## config.mk

```make
export PLATFORM = sky130hd
export DESIGN_NAME = stage2_mult_seq_flat
export DESIGN_NICKNAME = d
export VERILOG_FILES = /design/src/rtl/stage2_mult_seq_if.sv /design/src/rtl/stage2_mult_seq.sv /design/src/flat_wrapper.sv
export SDC_FILE = /design/constraint.sdc
export NUM_CORES = 1
export LEC_CHECK = 0
export BUFFER_PORTS_ARGS = -buffer_cell sky130_fd_sc_hd__buf_2
export CAP_MARGIN = 10
export CORE_MARGIN = 4
export CORE_UTILIZATION = 55
export DETAILED_ROUTE_END_ITERATION = 10
export HOLD_SLACK_MARGIN = 0.1
export PLACE_DENSITY = 0.84
export SYNTH_ARGS = -nofsm -noshare
export SYNTH_HDL_FRONTEND = slang
export SYNTH_SLANG_ARGS = --single-unit
```

## constraint.sdc

```tcl
create_clock -name clk -period 6.45 [get_ports clk]
set_input_delay 1.29 -clock clk [delete_from_list [all_inputs] [get_ports clk]]
set_output_delay 1.29 -clock clk [all_outputs]
set_load 0.03 [all_outputs]
```

## src/rtl/stage2_mult_seq_if.sv

```systemverilog
// rtl/stage2_mult_seq_if.sv - window/kernel/tap bundle for stage2_mult_seq (win_mask only with STAGE2_BORDER_EN)
interface stage2_mult_seq_if #(
   parameter int PIX_W  = 8,
   parameter int COEF_W = 5
);
   localparam int PROD_W = PIX_W + COEF_W + 1;

   logic                     win_valid;
   logic                     win_ready;
   logic [9*PIX_W-1:0]       win_pix;
   logic                     kern_load;
   logic [9*COEF_W-1:0]      kern_data;
`ifdef STAGE2_BORDER_EN
   logic [8:0]               win_mask;
`endif
   logic signed [PROD_W-1:0] prod1, prod2, prod3, prod4, prod5, prod6, prod7, prod8, prod9;
   logic                     prod1_valid, prod2_valid, prod3_valid, prod4_valid, prod5_valid;
   logic                     prod6_valid, prod7_valid, prod8_valid, prod9_valid;
   logic                     stage3_start;
   logic                     win_done;

   modport master (
`ifdef STAGE2_BORDER_EN
      output win_mask,
`endif
      output win_valid, win_pix, kern_load, kern_data,
      input  win_ready,
      input  prod1, prod2, prod3, prod4, prod5, prod6, prod7, prod8, prod9,
      input  prod1_valid, prod2_valid, prod3_valid, prod4_valid, prod5_valid,
      input  prod6_valid, prod7_valid, prod8_valid, prod9_valid,
      input  stage3_start, win_done
   );

   modport slave (
`ifdef STAGE2_BORDER_EN
      input  win_mask,
`endif
      input  win_valid, win_pix, kern_load, kern_data,
      output win_ready,
      output prod1, prod2, prod3, prod4, prod5, prod6, prod7, prod8, prod9,
      output prod1_valid, prod2_valid, prod3_valid, prod4_valid, prod5_valid,
      output prod6_valid, prod7_valid, prod8_valid, prod9_valid,
      output stage3_start, win_done
   );
endinterface

```

## src/rtl/stage2_mult_seq.sv

```systemverilog
// rtl/stage2_mult_seq.sv - serial 3x3 pixel x kernel multiply sequencer; STAGE2_BORDER_EN adds win_mask zero-padding
module stage2_mult_seq #(
   parameter int PIX_W      = 8,
   parameter int COEF_W     = 5,
   parameter int GAP_CYCLES = 2
) (
   input  logic             clk,
   input  logic             rst,
   stage2_mult_seq_if.slave bus
);
   localparam int PROD_W = PIX_W + COEF_W + 1;

   // DONE and GAP together hold off the next accept for GAP_CYCLES cycles after tap 9;
   // the last of those cycles is spent in IDLE so an accept can land on edge 10+GAP_CYCLES.
   localparam logic [3:0] GAP_LOAD = (GAP_CYCLES >= 2) ? 4'(GAP_CYCLES - 2) : 4'd0;

   typedef enum logic [1:0] {IDLE, RUN, DONE, GAP} state_t;

   state_t                   state;
   logic [3:0]               tap_idx;
   logic [3:0]               gap_cnt;
   logic [PIX_W-1:0]         pix_q  [9];
   logic signed [COEF_W-1:0] coef_q [9];
   logic signed [PROD_W-1:0] prod_q [9];
   logic [8:0]               valid_q;
   logic                     done_pend;
   logic                     win_done_q;
   logic                     start_q;
   logic                     accept;
   logic signed [PROD_W-1:0] tap_prod;
`ifdef STAGE2_BORDER_EN
   logic [8:0]               mask_q;
`endif

   function automatic logic signed [PROD_W-1:0] mul_tap(input logic [PIX_W-1:0] p,
                                                       input logic signed [COEF_W-1:0] c);
      logic signed [PROD_W-1:0] p_ext;
      logic signed [PROD_W-1:0] c_ext;
      p_ext = signed'({{(PROD_W-PIX_W){1'b0}}, p});
      c_ext = {{(PROD_W-COEF_W){c[COEF_W-1]}}, c};
      return p_ext * c_ext;
   endfunction

   assign accept        = bus.win_valid && (state == IDLE);
   assign bus.win_ready = (state == IDLE);

   // product for the tap currently being issued, zeroed at masked border positions
   always_comb begin
      tap_prod = mul_tap(pix_q[tap_idx], coef_q[tap_idx]);
`ifdef STAGE2_BORDER_EN
      if (mask_q[tap_idx]) tap_prod = '0;
`endif
   end

   // sequencer: window capture, one tap per cycle, done pulse and inter-window gap
   always_ff @(posedge clk) begin
      if (!rst) begin
         state      <= IDLE;
         tap_idx    <= 4'd0;
         gap_cnt    <= 4'd0;
         valid_q    <= 9'd0;
         done_pend  <= 1'b0;
         win_done_q <= 1'b0;
         start_q    <= 1'b0;
         for (int i = 0; i < 9; i++) begin
            pix_q[i]  <= '0;
            coef_q[i] <= '0;
            prod_q[i] <= '0;
         end
`ifdef STAGE2_BORDER_EN
         mask_q     <= 9'd0;
`endif
      end else begin
         valid_q    <= 9'd0;
         done_pend  <= 1'b0;
         win_done_q <= done_pend;

         // kernel writes only while idle; a same-cycle accept sees the new kernel from tap 1
         if (state == IDLE && bus.kern_load) begin
            for (int i = 0; i < 9; i++) coef_q[i] <= bus.kern_data[i*COEF_W +: COEF_W];
         end

         case (state)
            IDLE: ;
            RUN: begin
               prod_q[tap_idx]  <= tap_prod;
               valid_q[tap_idx] <= 1'b1;
               tap_idx          <= tap_idx + 4'd1;
               if (tap_idx == 4'd8) begin
                  done_pend <= 1'b1;
                  state     <= (GAP_CYCLES == 0) ? IDLE : DONE;
               end
            end
            DONE: begin
               if (GAP_CYCLES <= 1) begin
                  state <= IDLE;
               end else begin
                  state   <= GAP;
                  gap_cnt <= GAP_LOAD;
               end
            end
            GAP: begin
               if (gap_cnt == 4'd0) state <= IDLE;
               else                 gap_cnt <= gap_cnt - 4'd1;
            end
            default: state <= IDLE;
         endcase

         if (accept) begin
            state   <= RUN;
            tap_idx <= 4'd0;
            start_q <= 1'b1;
            for (int i = 0; i < 9; i++) pix_q[i] <= bus.win_pix[i*PIX_W +: PIX_W];
`ifdef STAGE2_BORDER_EN
            mask_q  <= bus.win_mask;
`endif
         end else if (done_pend) begin
            start_q <= 1'b0;
         end
      end
   end

   assign bus.prod1        = prod_q[0];
   assign bus.prod2        = prod_q[1];
   assign bus.prod3        = prod_q[2];
   assign bus.prod4        = prod_q[3];
   assign bus.prod5        = prod_q[4];
   assign bus.prod6        = prod_q[5];
   assign bus.prod7        = prod_q[6];
   assign bus.prod8        = prod_q[7];
   assign bus.prod9        = prod_q[8];
   assign bus.prod1_valid  = valid_q[0];
   assign bus.prod2_valid  = valid_q[1];
   assign bus.prod3_valid  = valid_q[2];
   assign bus.prod4_valid  = valid_q[3];
   assign bus.prod5_valid  = valid_q[4];
   assign bus.prod6_valid  = valid_q[5];
   assign bus.prod7_valid  = valid_q[6];
   assign bus.prod8_valid  = valid_q[7];
   assign bus.prod9_valid  = valid_q[8];
   assign bus.stage3_start = start_q;
   assign bus.win_done     = win_done_q;
endmodule

```

## src/flat_wrapper.sv

```systemverilog
// flat-port wrapper written by rule: the top's interface ports become plain ports
module stage2_mult_seq_flat 
#(
   parameter int PIX_W      = 8,
   parameter int COEF_W     = 5,
   parameter int GAP_CYCLES = 2
)
  (clk, rst, bus_win_valid, bus_win_pix, bus_kern_load, bus_kern_data, bus_win_ready, bus_prod1, bus_prod2, bus_prod3, bus_prod4, bus_prod5, bus_prod6, bus_prod7, bus_prod8, bus_prod9, bus_prod1_valid, bus_prod2_valid, bus_prod3_valid, bus_prod4_valid, bus_prod5_valid, bus_prod6_valid, bus_prod7_valid, bus_prod8_valid, bus_prod9_valid, bus_stage3_start, bus_win_done);
  stage2_mult_seq_if #(.PIX_W(PIX_W), .COEF_W(COEF_W)) bus_i ();
  input  logic clk;
  input  logic rst;
  input wire logic [$bits(bus_i.win_valid)-1:0] bus_win_valid;
  input wire logic [$bits(bus_i.win_pix)-1:0] bus_win_pix;
  input wire logic [$bits(bus_i.kern_load)-1:0] bus_kern_load;
  input wire logic [$bits(bus_i.kern_data)-1:0] bus_kern_data;
  output wire logic [$bits(bus_i.win_ready)-1:0] bus_win_ready;
  output wire logic [$bits(bus_i.prod1)-1:0] bus_prod1;
  output wire logic [$bits(bus_i.prod2)-1:0] bus_prod2;
  output wire logic [$bits(bus_i.prod3)-1:0] bus_prod3;
  output wire logic [$bits(bus_i.prod4)-1:0] bus_prod4;
  output wire logic [$bits(bus_i.prod5)-1:0] bus_prod5;
  output wire logic [$bits(bus_i.prod6)-1:0] bus_prod6;
  output wire logic [$bits(bus_i.prod7)-1:0] bus_prod7;
  output wire logic [$bits(bus_i.prod8)-1:0] bus_prod8;
  output wire logic [$bits(bus_i.prod9)-1:0] bus_prod9;
  output wire logic [$bits(bus_i.prod1_valid)-1:0] bus_prod1_valid;
  output wire logic [$bits(bus_i.prod2_valid)-1:0] bus_prod2_valid;
  output wire logic [$bits(bus_i.prod3_valid)-1:0] bus_prod3_valid;
  output wire logic [$bits(bus_i.prod4_valid)-1:0] bus_prod4_valid;
  output wire logic [$bits(bus_i.prod5_valid)-1:0] bus_prod5_valid;
  output wire logic [$bits(bus_i.prod6_valid)-1:0] bus_prod6_valid;
  output wire logic [$bits(bus_i.prod7_valid)-1:0] bus_prod7_valid;
  output wire logic [$bits(bus_i.prod8_valid)-1:0] bus_prod8_valid;
  output wire logic [$bits(bus_i.prod9_valid)-1:0] bus_prod9_valid;
  output wire logic [$bits(bus_i.stage3_start)-1:0] bus_stage3_start;
  output wire logic [$bits(bus_i.win_done)-1:0] bus_win_done;
  assign bus_i.win_valid = bus_win_valid;
  assign bus_i.win_pix = bus_win_pix;
  assign bus_i.kern_load = bus_kern_load;
  assign bus_i.kern_data = bus_kern_data;
  assign bus_win_ready = bus_i.win_ready;
  assign bus_prod1 = bus_i.prod1;
  assign bus_prod2 = bus_i.prod2;
  assign bus_prod3 = bus_i.prod3;
  assign bus_prod4 = bus_i.prod4;
  assign bus_prod5 = bus_i.prod5;
  assign bus_prod6 = bus_i.prod6;
  assign bus_prod7 = bus_i.prod7;
  assign bus_prod8 = bus_i.prod8;
  assign bus_prod9 = bus_i.prod9;
  assign bus_prod1_valid = bus_i.prod1_valid;
  assign bus_prod2_valid = bus_i.prod2_valid;
  assign bus_prod3_valid = bus_i.prod3_valid;
  assign bus_prod4_valid = bus_i.prod4_valid;
  assign bus_prod5_valid = bus_i.prod5_valid;
  assign bus_prod6_valid = bus_i.prod6_valid;
  assign bus_prod7_valid = bus_i.prod7_valid;
  assign bus_prod8_valid = bus_i.prod8_valid;
  assign bus_prod9_valid = bus_i.prod9_valid;
  assign bus_stage3_start = bus_i.stage3_start;
  assign bus_win_done = bus_i.win_done;
  stage2_mult_seq #(.PIX_W(PIX_W), .COEF_W(COEF_W), .GAP_CYCLES(GAP_CYCLES)) u_core (.clk(clk), .rst(rst), .bus(bus_i));
endmodule
```

==> key figures <==
Drt
  • DR vias: 8,236
  • Drt first pass iters: 5
  • Antenna viol nets, final: 0
  • Final WL: 29,190 um
  • Vias/cell: 5.498
  • Wire per inst: 19.49 um
  • Post-route DRC: 0
  • Drt first-iter violations: 644

Timing
  • Relative slew margins: 22.92%
  • Max Clk Rate: 175.1 MHz
  • RSZ-0062 raised after global routing: no
  • Post-Route Skew: 0.01327 ns
  • Pins Over Slew Limit: 0
  • Fraction of the cycle the final worst path needs: 88.55%
  • Final-report hold violation count: 0
  • Final setup TNS: 0 ns
  • Final setup violation count: 0
  • Worst hold slack: 0.4754 ns
  • Slew @ Worst Pin: 1.156 ns
  • Post-route minimum period: 5.711 ns

CTS
  • Clock Tree Buf Depth: 3
  • CTS sink cnt: 268
  • TritonCTS Buffers: 27
  • Root Buffer: clkbuf_16
  • Clock latency on the worst-skew pair: 0.54 ns
  • CTS tree: built
  • Clock slew seen by the registers of the worst setup and hold paths: 0.07 ns
  • # hold bufs at CTS: 0
  • Post-CTS sizing: 0
  • Post-CTS setup buffers: 0
  • H-tree Lvls: 1

Die
  • Starting Density: 56.51%
  • Die Ht: 158.4 um
  • Std-Cell Rows: 54
  • Ports: 259
  • Die Span X: 158.4 um
  • Die ar.: 25,100 um2
  • Core area: 22,030 um2

Power
  • Pwr Total: 4.797 mW
  • Power density over the cells: 325.1 nW/um2
  • Static Leak: 6.436 nW
  • Maximum VDD drop: 0.2662 mV

Worst setup path
  • Crit path max fanout: 11
  • CP Capture Type: flop
  • R2R cell count: 14
  • CP Launch Type: flop
  • WP data arrival: 5.96 ns
  • Reg2Reg Setup Slack: 0.74 ns
  • Crit Path Category: reg -> reg
  • Req. time, crit path: 6.70 ns
  • CP endpoint: u_core.prod_q[0][13]
  • Critical R2R Capture: u_core.prod_q[0][13]

Logic synthesis
  • Synth Instances: 950
  • Library cells used by synthesis: 60
  • Mean Syn Cell Area: 13.10 um2
  • Mapped Area: 12,450 um2
  • Seq cells post-synth: 268
  • EDFF count, synth: 243
  • Top cell type's share of synthesized area: 58.62%
  • Synthesis Warnings: 0
  • Most used DFF post-synth: edfxtp_1
  • Post-synth ARST share: 0%
  • Synth area leader: edfxtp_1
  • Top cells by area, synth: edfxtp_1 59%, and2_1 6.2%, dfxtp_1 4.0%
  • Syn Nets: 1,129
  • Sequential-to-total area share from yosys stat: 62.65%

Global route
  • Initial antenna violation count: 1
  • Total GRT Usage: 22.41%
  • Met2 Track Usage GR: 37.88%
  • First-pass GRT wire length: 43,570 um
  • Gr busiest metal: met2
  • GRT met1 Usage: 30.08%
  • Vias in the first global route: 7,996
  • Pin count of the biggest net entering global routing: 79
  • M3 GR Usage: 4.240%
  • GR Overflow Total: 0

Finish
  • Fin nets: 1,376
  • Antenna cells: 0
  • Share of layout cells above drive strength 1: 29.39%
  • P&R area growth vs syn: 18.57%

Placed design
  • Gpl congestion: 0.8970
  • Port Buf Inserts: 258
  • Post-DP HPWL: 21,070 um

Worst hold path
  • Hold Crit Class: reg -> reg

Flow run
  • Total of max-cap violations: 0

Status
  • Outcome: completed
## state kept, by name, indices dropped and copies added (netlist names), named ones only
| signal | flops |
|---|---|
| u_core.pix_q | 72 |
| u_core.bus.win_done | 1 |
| u_core.prod_q | 126 |
| u_core.gap_cnt | 4 |
| u_core.bus.stage3_start | 1 |
| u_core.coef_q | 45 |
| u_core.tap_idx | 4 |
| u_core.valid_q | 9 |
| u_core.state | 2 |
## synth_stat cells, drive strengths merged, types with 2 or more instances
master / number
buf: 22
o21ai: 10
inv: 57
mux2i: 15
or3: 2
a211oi: 12
mux2: 23
a21boi: 3
nor2: 118
a211o: 9
nand3: 7
nand2b: 10
edfxtp: 243
mux4: 3
nand4: 10
nor2b: 18
dfxtp: 25
ha: 39
or2: 6
a21oi: 27
a21o: 3
nand2: 40
and2: 124
o22ai: 12
o211ai: 3
xnor2: 3
and3: 28
fa: 19
xor2: 6
clkbuf: 28
a2111oi: 11
## report_power, final
part           internal, mW  switching [mW]  total, mW
registers              2.07          0.0517       2.12
logic                 0.387           0.775       1.16
clock network         0.872           0.645       1.52
## per-layer routing
| metal | up-vias | routed length [um] | share of wire [%] |
|---|---|---|---|
| li1 | 3836 | - | - |
| met1 | 3897 | 11890 | 41 |
| met2 | 445 | 14010 | 48 |
| met3 | 56 | 2628 | 9.0 |
| met4 | 2 | 652 | 2.2 |
| met5 | - | 13 | 0.045 |
## logic make-up (layout without fill, tap and decap cells)
group	count (synthesis)	count (layout)	share of synthesized area [%]
DFF	268	268	62.65
and+or+nand+nor	367	367	15.22
buffers and inverters	107	375	4.061
muxes	41	41	3.951
AOI/OAI and AO/OA	100	100	6.454
xor gates and xnor gates	9	9	0.6937
adders and majority gates	58	58	6.976
## cell usage in the layout (no fill, tap or decap), drive strengths merged, types with 6 or more instances in the layout
master,instances
a21oi,27
inv,58
xor2,6
a2111oi,11
ha,39
o21ai,10
and2,124
and3,28
a211oi,12
dfxtp,25
nand2,40
clkinv,6
or2,6
buf,268
nor2,118
nand4,10
mux2i,15
a211o,9
nand2b,10
edfxtp,243
clkbuf,41
o22ai,12
mux2,23
nand3,7
nor2b,18
fa,19
## critical path, stage by stage (launching register included)
cell       delay [ns]
dfxtp_1          0.47
nand2b_1         0.53
o22ai_1          0.24
a2111oi_1        0.43
a21oi_1          0.18
or2_1            0.31
fa_1             0.47
fa_1             0.53
fa_1             0.54
fa_1             0.46
nand2b_1         0.17
a21oi_1          0.19
o21ai_1          0.17
a21oi_1          0.57
a21oi_1          0.16
## area by class of cell
class	count	area, um2
Tap cell	280	350.3
Multi-Input combinational cell	575	4159
Fill cell	1544	7268
Clock buffer	41	778.2
Sequential cell	268	7799
Timing Repair Buffer	268	1379
Clock inverter	9	78.83
Inverter	57	214.0
## worst min path at each step
| stage | start | end | slack, ns | depth (start not counted) |
|---|---|---|---|---|
| floorplan | u_core.gap_cnt[2] | u_core.gap_cnt[2] | 0.47 | 2 |
| global placement | u_core.valid_q[8] | u_core.bus.win_done | 0.46 | 1 |
| detailed placement | u_core.bus.stage3_start | u_core.bus.stage3_start | 0.47 | 2 |
| CTS | u_core.bus.stage3_start | u_core.bus.stage3_start | 0.48 | 2 |
| global route | u_core.bus.stage3_start | u_core.bus.stage3_start | 0.50 | 2 |
| finish | u_core.bus.stage3_start | u_core.bus.stage3_start | 0.48 | 2 |
## stage by stage
stage | cell area, um2 | setup WS, ns | utilization (%) | std cells
4_1_cts | 14760 | 0.7596 | 67.00 | 1498
2_1_floorplan | 12450 | 1.584 | - | 950
5_1_grt | 14760 | 0.4395 | 67.00 | 1498
3_5_place_dp | 13900 | 0.8379 | 63.11 | 1448
3_3_place_gp | 13900 | 1.022 | 63.11 | 1448
6_report | 14760 | 0.7388 | 67.00 | 1498
Note: power is estimated with default switching activity, not from simulation.
